File: src/rtl/mips_fetch_unit.sv
// mips_fetch_unit: PC holder and single-outstanding instruction fetcher.
// Issues word reads, handles redirects, hands words to the core.
module mips_fetch_unit #(
  parameter logic [31:0] RESET_PC    = 32'h0000_0000,
  parameter int          COUNT_WIDTH = 32
) (
  input  logic                   clock,
  input  logic                   reset,
  input  logic                   fetch_enable,
  output logic                   imem_req_valid,
  input  logic                   imem_req_ready,
  output logic [31:0]            imem_req_addr,
  input  logic                   imem_resp_valid,
  input  logic [31:0]            imem_resp_data,
  output logic [31:0]            instruction,
  output logic                   instr_valid,
  input  logic                   instr_ready,
  output logic [31:0]            pc_out,
  input  logic                   redirect_valid,
  input  logic [31:0]            redirect_target,
  output logic                   err_misaligned,
  output logic [COUNT_WIDTH-1:0] fetched_count
);

  localparam logic [1:0] S_IDLE = 2'd0;
  localparam logic [1:0] S_REQ  = 2'd1;
  localparam logic [1:0] S_WAIT = 2'd2;
  localparam logic [1:0] S_HOLD = 2'd3;

  logic [1:0]             state, state_nx;
  logic [31:0]            pc, pc_nx;
  logic                   drop, drop_nx;
  logic [31:0]            instr_q, instr_nx;
  logic [31:0]            pcout_q, pcout_nx;
  logic [COUNT_WIDTH-1:0] count_q, count_nx;
  logic                   err_q;

  logic       redir_ok;
  logic       redir_bad;
  logic [1:0] park_or_req;

  // An aligned redirect is acted on; a misaligned one only raises the error.
  assign redir_ok  = redirect_valid & (redirect_target[1:0] == 2'b00);
  assign redir_bad = redirect_valid & (redirect_target[1:0] != 2'b00);

  // Where to go once the current fetch has finished.
  assign park_or_req = fetch_enable ? S_REQ : S_IDLE;

  // Next-state, PC, drop flag and output-latch computation.
  always_comb begin
    state_nx = state;
    pc_nx    = pc;
    drop_nx  = drop;
    instr_nx = instr_q;
    pcout_nx = pcout_q;
    count_nx = count_q;
    unique case (state)
      S_IDLE: begin
        if (fetch_enable)
          state_nx = S_REQ;
        if (redir_ok)
          pc_nx = redirect_target;
      end
      S_REQ: begin
        // A pending request stays up until accepted.
        if (imem_req_ready) begin
          state_nx = S_WAIT;
          if (redir_ok)
            drop_nx = 1'b1;
        end
        if (redir_ok)
          pc_nx = redirect_target;
      end
      S_WAIT: begin
        if (imem_resp_valid) begin
          if (drop || redir_ok) begin
            drop_nx  = 1'b0;
            state_nx = park_or_req;
          end else begin
            instr_nx = imem_resp_data;
            pcout_nx = pc;
            state_nx = S_HOLD;
          end
        end else if (redir_ok) begin
          drop_nx = 1'b1;
        end
        if (redir_ok)
          pc_nx = redirect_target;
      end
      S_HOLD: begin
        if (instr_ready) begin
          count_nx = count_q + 1'b1;
          pc_nx    = pc + 32'd4;
          state_nx = park_or_req;
        end
        if (redir_ok) begin
          pc_nx    = redirect_target;
          state_nx = park_or_req;
        end
      end
      default: begin
        state_nx = S_IDLE;
      end
    endcase
  end

  // State registers with synchronous reset.
  always_ff @(posedge clock) begin
    if (reset) begin
      state   <= S_IDLE;
      pc      <= RESET_PC;
      drop    <= 1'b0;
      instr_q <= 32'h0;
      pcout_q <= 32'h0;
      count_q <= '0;
      err_q   <= 1'b0;
    end else begin
      state   <= state_nx;
      pc      <= pc_nx;
      drop    <= drop_nx;
      instr_q <= instr_nx;
      pcout_q <= pcout_nx;
      count_q <= count_nx;
      err_q   <= redir_bad;
    end
  end

  assign imem_req_valid = (state == S_REQ);
  assign imem_req_addr  = pc;
  assign instr_valid    = (state == S_HOLD);
  assign instruction    = instr_q;
  assign pc_out         = pcout_q;
  assign err_misaligned = err_q;
  assign fetched_count  = count_q;

endmodule

File: config.mk
export PLATFORM = sky130hd
export DESIGN_NAME = mips_fetch_unit
export DESIGN_NICKNAME = d
export VERILOG_FILES = /design/src/rtl/mips_fetch_unit.sv
export SDC_FILE = /design/constraint.sdc
export NUM_CORES = 1
export LEC_CHECK = 0
export CAP_MARGIN = 20
export CELL_PAD_IN_SITES_DETAIL_PLACEMENT = 0
export CELL_PAD_IN_SITES_GLOBAL_PLACEMENT = 1
export CORE_MARGIN = 3
export CORE_UTILIZATION = 35
export DETAILED_ROUTE_END_ITERATION = 10
export PLACE_DENSITY_LB_ADDON = 0.05
export SETUP_SLACK_MARGIN = 0.15
export SYNTH_ARGS = -nofsm -noshare
export SYNTH_HDL_FRONTEND = slang
export SYNTH_SLANG_ARGS = --single-unit
File: constraint.sdc
create_clock -name clock -period 5.2 [get_ports clock]
set_input_delay 1.04 -clock clock [delete_from_list [all_inputs] [get_ports clock]]
set_output_delay 1.04 -clock clock [all_outputs]
set_load 0.02 [all_outputs]
### Word level (Yosys, flattened, before mapping)

Cells that the tools add are included.

* bits in registers: 132
* input bits: 71
* output and inout bits: 131
* word-level logic and storage cells: 49

* $add $sub $neg: 2
* equality and inequality tests: 9
* muxes and demuxes: 17
* bitwise logic cells: 3
* reductions and logical operators: 11

Operators by type and width (count)
* 32-bit two-way mux: 3
* 32-bit case mux with 2 select lines: 1
* 32-bit by 1-bit adder with 32-bit output, second input constant: 1
* 32-bit by 3-bit adder with 32-bit output, second input constant: 1
* 2-bit two-way mux: 6
* 2-bit case mux with 4 select lines: 1
* 3-bit AND reduction: 2
* 1-bit two-way mux: 5
* 2-bit == test, second input constant: 2
* 2-bit logical NOT: 2
* 2-bit by 1-bit inequality test with 1-bit output, second input constant: 2
* 2-bit inequality test, second input constant: 2
* 2-bit AND reduction: 2
* 4-bit AND reduction: 1
* 2-bit nonzero test: 2
* 3-bit by 1-bit inequality test with 1-bit output, second input constant: 1
* 3-bit inequality test, second input constant: 1
* 3-bit OR reduction: 1
* 1-bit AND: 2
* 2-bit by 1-bit == test with 1-bit output, second input constant: 1
* 1-bit case mux with 2 select lines: 1
* 1-bit logical OR: 1
* 1-bit NOT: 1

### Longest topological paths before layout

* word-level depth: 6
* mapped depth: 8
* gate-level depth less buffers: 6

### Worst setup path before layout

OpenSTA, ideal clock, no wires.

* kind: input-to-reg
* start: input port redirect_valid
* end: register pcout_q[4] (netlist: pc_out[4])
* setup time: 70 ps
* arrival: 2337 ps
* required time: 5130 ps
* path slack: 2792 ps
* cell stages on the path: 6
* path buffers: 1
* cell sequence: nor3b_1 > or3_1 > nor2_1 > clkbuf_1 > nand2_1 > a21oi_1

* word-level cells in the longest chain between the ends: 4

Ends and longest elaborated chain
* from (decl): RTL line 19 `input logic redirect_valid,`
* 1-bit AND: RTL line 43 `assign redir_ok = redirect_valid & (redirect_target[1:0] == 2'b00);`
* 1-bit logical OR: RTL line 76 `if (drop || redir_ok) begin`
* 1-bit NOT (no line)
* 3-bit AND reduction (no line)
* to (signal assigned): RTL line 122 `pcout_q <= pcout_nx;`
* to (decl): RTL line 34 `logic [31:0] pcout_q, pcout_nx;`

Every way passes these cells.
A chain may end at the register's enable or synchronous reset.

### Worst setup path after layout

* start: input port redirect_valid
* end: register instr_q[31] (netlist: instruction[31])

* word-level cells in the longest chain between the ends: 4

Ends and longest elaborated chain
* 1-bit AND: RTL line 43
* 1-bit logical OR: RTL line 76
* 1-bit NOT (no line)
* 3-bit AND reduction (no line)
* to (signal assigned): RTL line 121 `instr_q <= instr_nx;`
* to (decl): RTL line 33 `logic [31:0] instr_q, instr_nx;`

Every way passes these cells.

==> impl_metrics.json <==
{
  "grt_first_pass_wirelength_microns": 28420,
  "hold_viol": 0,
  "hold_path_startpoint": "pc_out[31]$_SDFFE_PP0P_",
  "ant_nets": 0,
  "status": "finished, final reports clean",
  "synth-seq-cells": 132,
  "post-synth-top-count-cell": "nand2_1",
  "rows": 46,
  "rsz0062_at_grt": "false",
  "antenna_found_initial": 0,
  "h-tree-depth": 4,
  "reg2reg_from": "state[0]$_SDFFE_PP0P_",
  "path_clk_slew_ns": 0.06,
  "globalplace.congestion": 0.8067,
  "final_cells": 1114,
  "p_int_mw": 1.905,
  "clk_path_buf_depth": 2,
  "firstDrtPassIters": 5,
  "yosysSeqAreaShare_pct": 46.34,
  "synth_fp_nets": 775,
  "cts_tree": "yes",
  "fmax_mhz": 316.3,
  "drc": 0,
  "core_sq_mm": 0.01594,
  "maxCapViolations": 0,
  "setup_tns_ns": 0,
  "synth-edff-count": 0,
  "path_common_cell": "buf_4",
  "wl_per_cell_microns": 15.94,
  "p_leak_nw": 2.854,
  "min_period_ns": 3.162,
  "grt_pass1_vias": 5342,
  "grt_max_degree": 86,
  "cp_slowest_cell": "nand2b_2",
  "worstSetupEndpointType": "flop",
  "wl_microns": 17760,
  "drtIter0Drc": 294,
  "path_cells": "clkdlybuf4s50_1, nor3b_2, buf_4, or3_1, nand2b_2, buf_4, nand2_1, a21oi_1",
  "synthFlopType": "dfxtp_1",
  "syn_avg_cell_area_sq_um": 8.124,
  "num_vias": 5566,
  "clockRootBuffer": "clkbuf_16",
  "synthArstFlopShare_pct": 0,
  "nets": 958,
  "p_sw_mw": 0.6229,
  "critPathLaunchType": "input port",
  "p_comb_share_pct": 10.1,
  "drive_above_1_share_pct": 5.902,
  "path_class": "input port to flop",
  "grt.overflow.total": 0,
  "finalCritPeriodShare_pct": 60.81,
  "die_w_microns": 133.7,
  "holdWs_ns": 0.4513,
  "worst-r2r-cell-count": 5,
  "skew_ns": 0.007127,
  "synth_area_leaders": "dfxtp_1 (46%), nand2_1 (10%), a21oi_1 (7.4%)",
  "hpwl_microns": 12320,
  "slew_viol_final": 0,
  "ys_warn_count": 0,
  "fp.dieH_microns": 133.7,
  "ir_worst_vdd_mv": 0.2003,
  "worst_pin_slew_ns": 0.9630,
  "postCtsHoldBufs": 0,
  "min_path_cells": 2,
  "p_seq_share_pct": 42.4,
  "cellPowerDensity_mw_per_mm2": 300.6,
  "final_util_pct": 52.76,
  "postCtsSetupBuffers": 0,
  "dp_cells": 1082,
  "cts_buffers": 17,
  "min_to": "pc_out[31]$_SDFFE_PP0P_",
  "cts.sinks": 132,
  "synth_largest_area_cell": "dfxtp_1",
  "synthTopCellsByCount": "nand2_1 (158), dfxtp_1 (132), a21oi_1 (84)",
  "start_util_pct": 35.77,
  "syn2layout_area_growth_pct": 47.50,
  "antenna_cells": 0,
  "swShare_pct": 24.64,
  "critPathArrivalTime_ns": 3.42,
  "slowest_delay_ns": 0.58,
  "clk_latency_ns": 0.41,
  "port_buffers": 201,
  "critical-path-top-delay-family": "simple AND/OR/NAND/NOR gates",
  "power.total_mw": 2.528,
  "netlist.area_leader.share_pct": 46.34,
  "r2r_end": "fetched_count[31]$_SDFFE_PP0P_",
  "ys_types": 56,
  "power.share.clock_pct": 47.4,
  "crit_buf_inv": 3,
  "cp.required_ns": 5.45,
  "slew-limit-headroom_pct": 35.31,
  "grt_usage_pct": 19.68,
  "viasPerCell": 4.996,
  "hp-class": "flop to flop",
  "cts-resized-gates": 0,
  "dieArea_sq_mm": 0.01786,
  "synthCells": 702,
  "r2r_slack_ns": 2.54,
  "setup_viol": 0,
  "netlist_area_sq_mm": 0.005703,
  "io_pins": 202,
  "critPathMaxFanout": 34
}
-- power groups by stage --
stage               logic [mW]  registers, mW  clock network (mW)
CTS                      0.258           1.07                1.23
detailed placement       0.257           1.09                   0
global placement         0.254           1.09                   0
finish                   0.256           1.07                1.20
floorplan                0.106           1.11                   0
global route             0.278           1.08                1.27
-- layout by cell type (no fill, tap or decap), types with 3 or more instances in the layout --
master	instances
o32ai_1	3
o21ai_0	15
nor4_1	11
nand4_1	21
buf_4	6
and2_1	4
clkinvlp_4	4
clkbuf_16	17
dfxtp_1	132
nand2b_1	3
and3_1	8
inv_1	9
clkbuf_8	3
a211oi_1	10
o311ai_0	4
nor3_1	9
clkdlybuf4s50_1	200
or3_1	3
nor2_1	66
nand3_1	30
xnor2_1	12
a22o_1	5
xor2_1	31
and4_1	3
nand2_1	158
a21oi_1	84
-- metrics by stage --
stage / worst slack (ns) / cell area [sq um]
2_1_floorplan: 2.792 / 5703
3_3_place_gp: 1.619 / 7815
3_5_place_dp: 1.583 / 7815
4_1_cts: 1.970 / 8412
5_1_grt: 1.744 / 8412
6_report: 2.038 / 8412
-- state kept, by name, indices dropped and copies added, names as in the netlist --
signal,flops
state,2
pc_out,32
drop,1
err_misaligned,1
imem_req_addr,32
instruction,32
fetched_count,32
-- worst max-delay path by stage --
stage	from	to	slack, ns	cells past startpoint
floorplan	redirect_valid	pc_out[4]$_SDFFE_PP0P_	2.79	6
finish	redirect_valid	instruction[31]$_SDFFE_PP0P_	2.04	8
CTS	instr_ready	fetched_count[31]$_SDFFE_PP0P_	1.97	6
global placement	instr_ready	fetched_count[15]$_SDFFE_PP0P_	1.62	6
detailed placement	instr_ready	fetched_count[31]$_SDFFE_PP0P_	1.58	6
global route	instr_ready	fetched_count[31]$_SDFFE_PP0P_	1.74	6
-- cell families after synthesis --
| family | after synthesis | share of synthesized area [%] |
|---|---|---|
| AND/OR/NAND/NOR | 336 | 27.80 |
| flip-flops | 132 | 46.34 |
| XOR/XNOR | 43 | 6.604 |
| adder cells (fa/ha/maj) | 2 | 0.4387 |
| AO/OA/AOI/OAI | 137 | 14.17 |
| multiplexers | 1 | 0.1974 |
| buffers and inverters | 51 | 4.454 |
-- per-layer routing --
| metal | wire, microns | share of wire (%) | vias to the layer above | GRT usage (%) |
|---|---|---|---|---|
| li1 | - | - | 2792 | - |
| met4 | 283 | 1.6 | 0 | 6.457 |
| met1 | 8193 | 46 | 2542 | 26.50 |
| met2 | 8013 | 45 | 210 | 31.26 |
| met5 | 0 | 0 | - | 0 |
| met3 | 1268 | 7.1 | 22 | 4.645 |
-- layout make-up --
class,count,area [sq um]
clock buffers,21,470.5
clock inverters,11,126.4
fillers,1551,7531
inverters,9,33.78
multi-input cells,519,2821
flip-flops and latches,132,2643
well taps,216,270.3
repair buffers,206,2047
-- tightest hold or removal path, delay by kind of cell (launching register included) --
family          cells  cell delay [ns]
compound gates      1             0.05
flops               1             0.30
simple gates        1             0.05
Note: power is estimated with default switching activity, not from simulation.
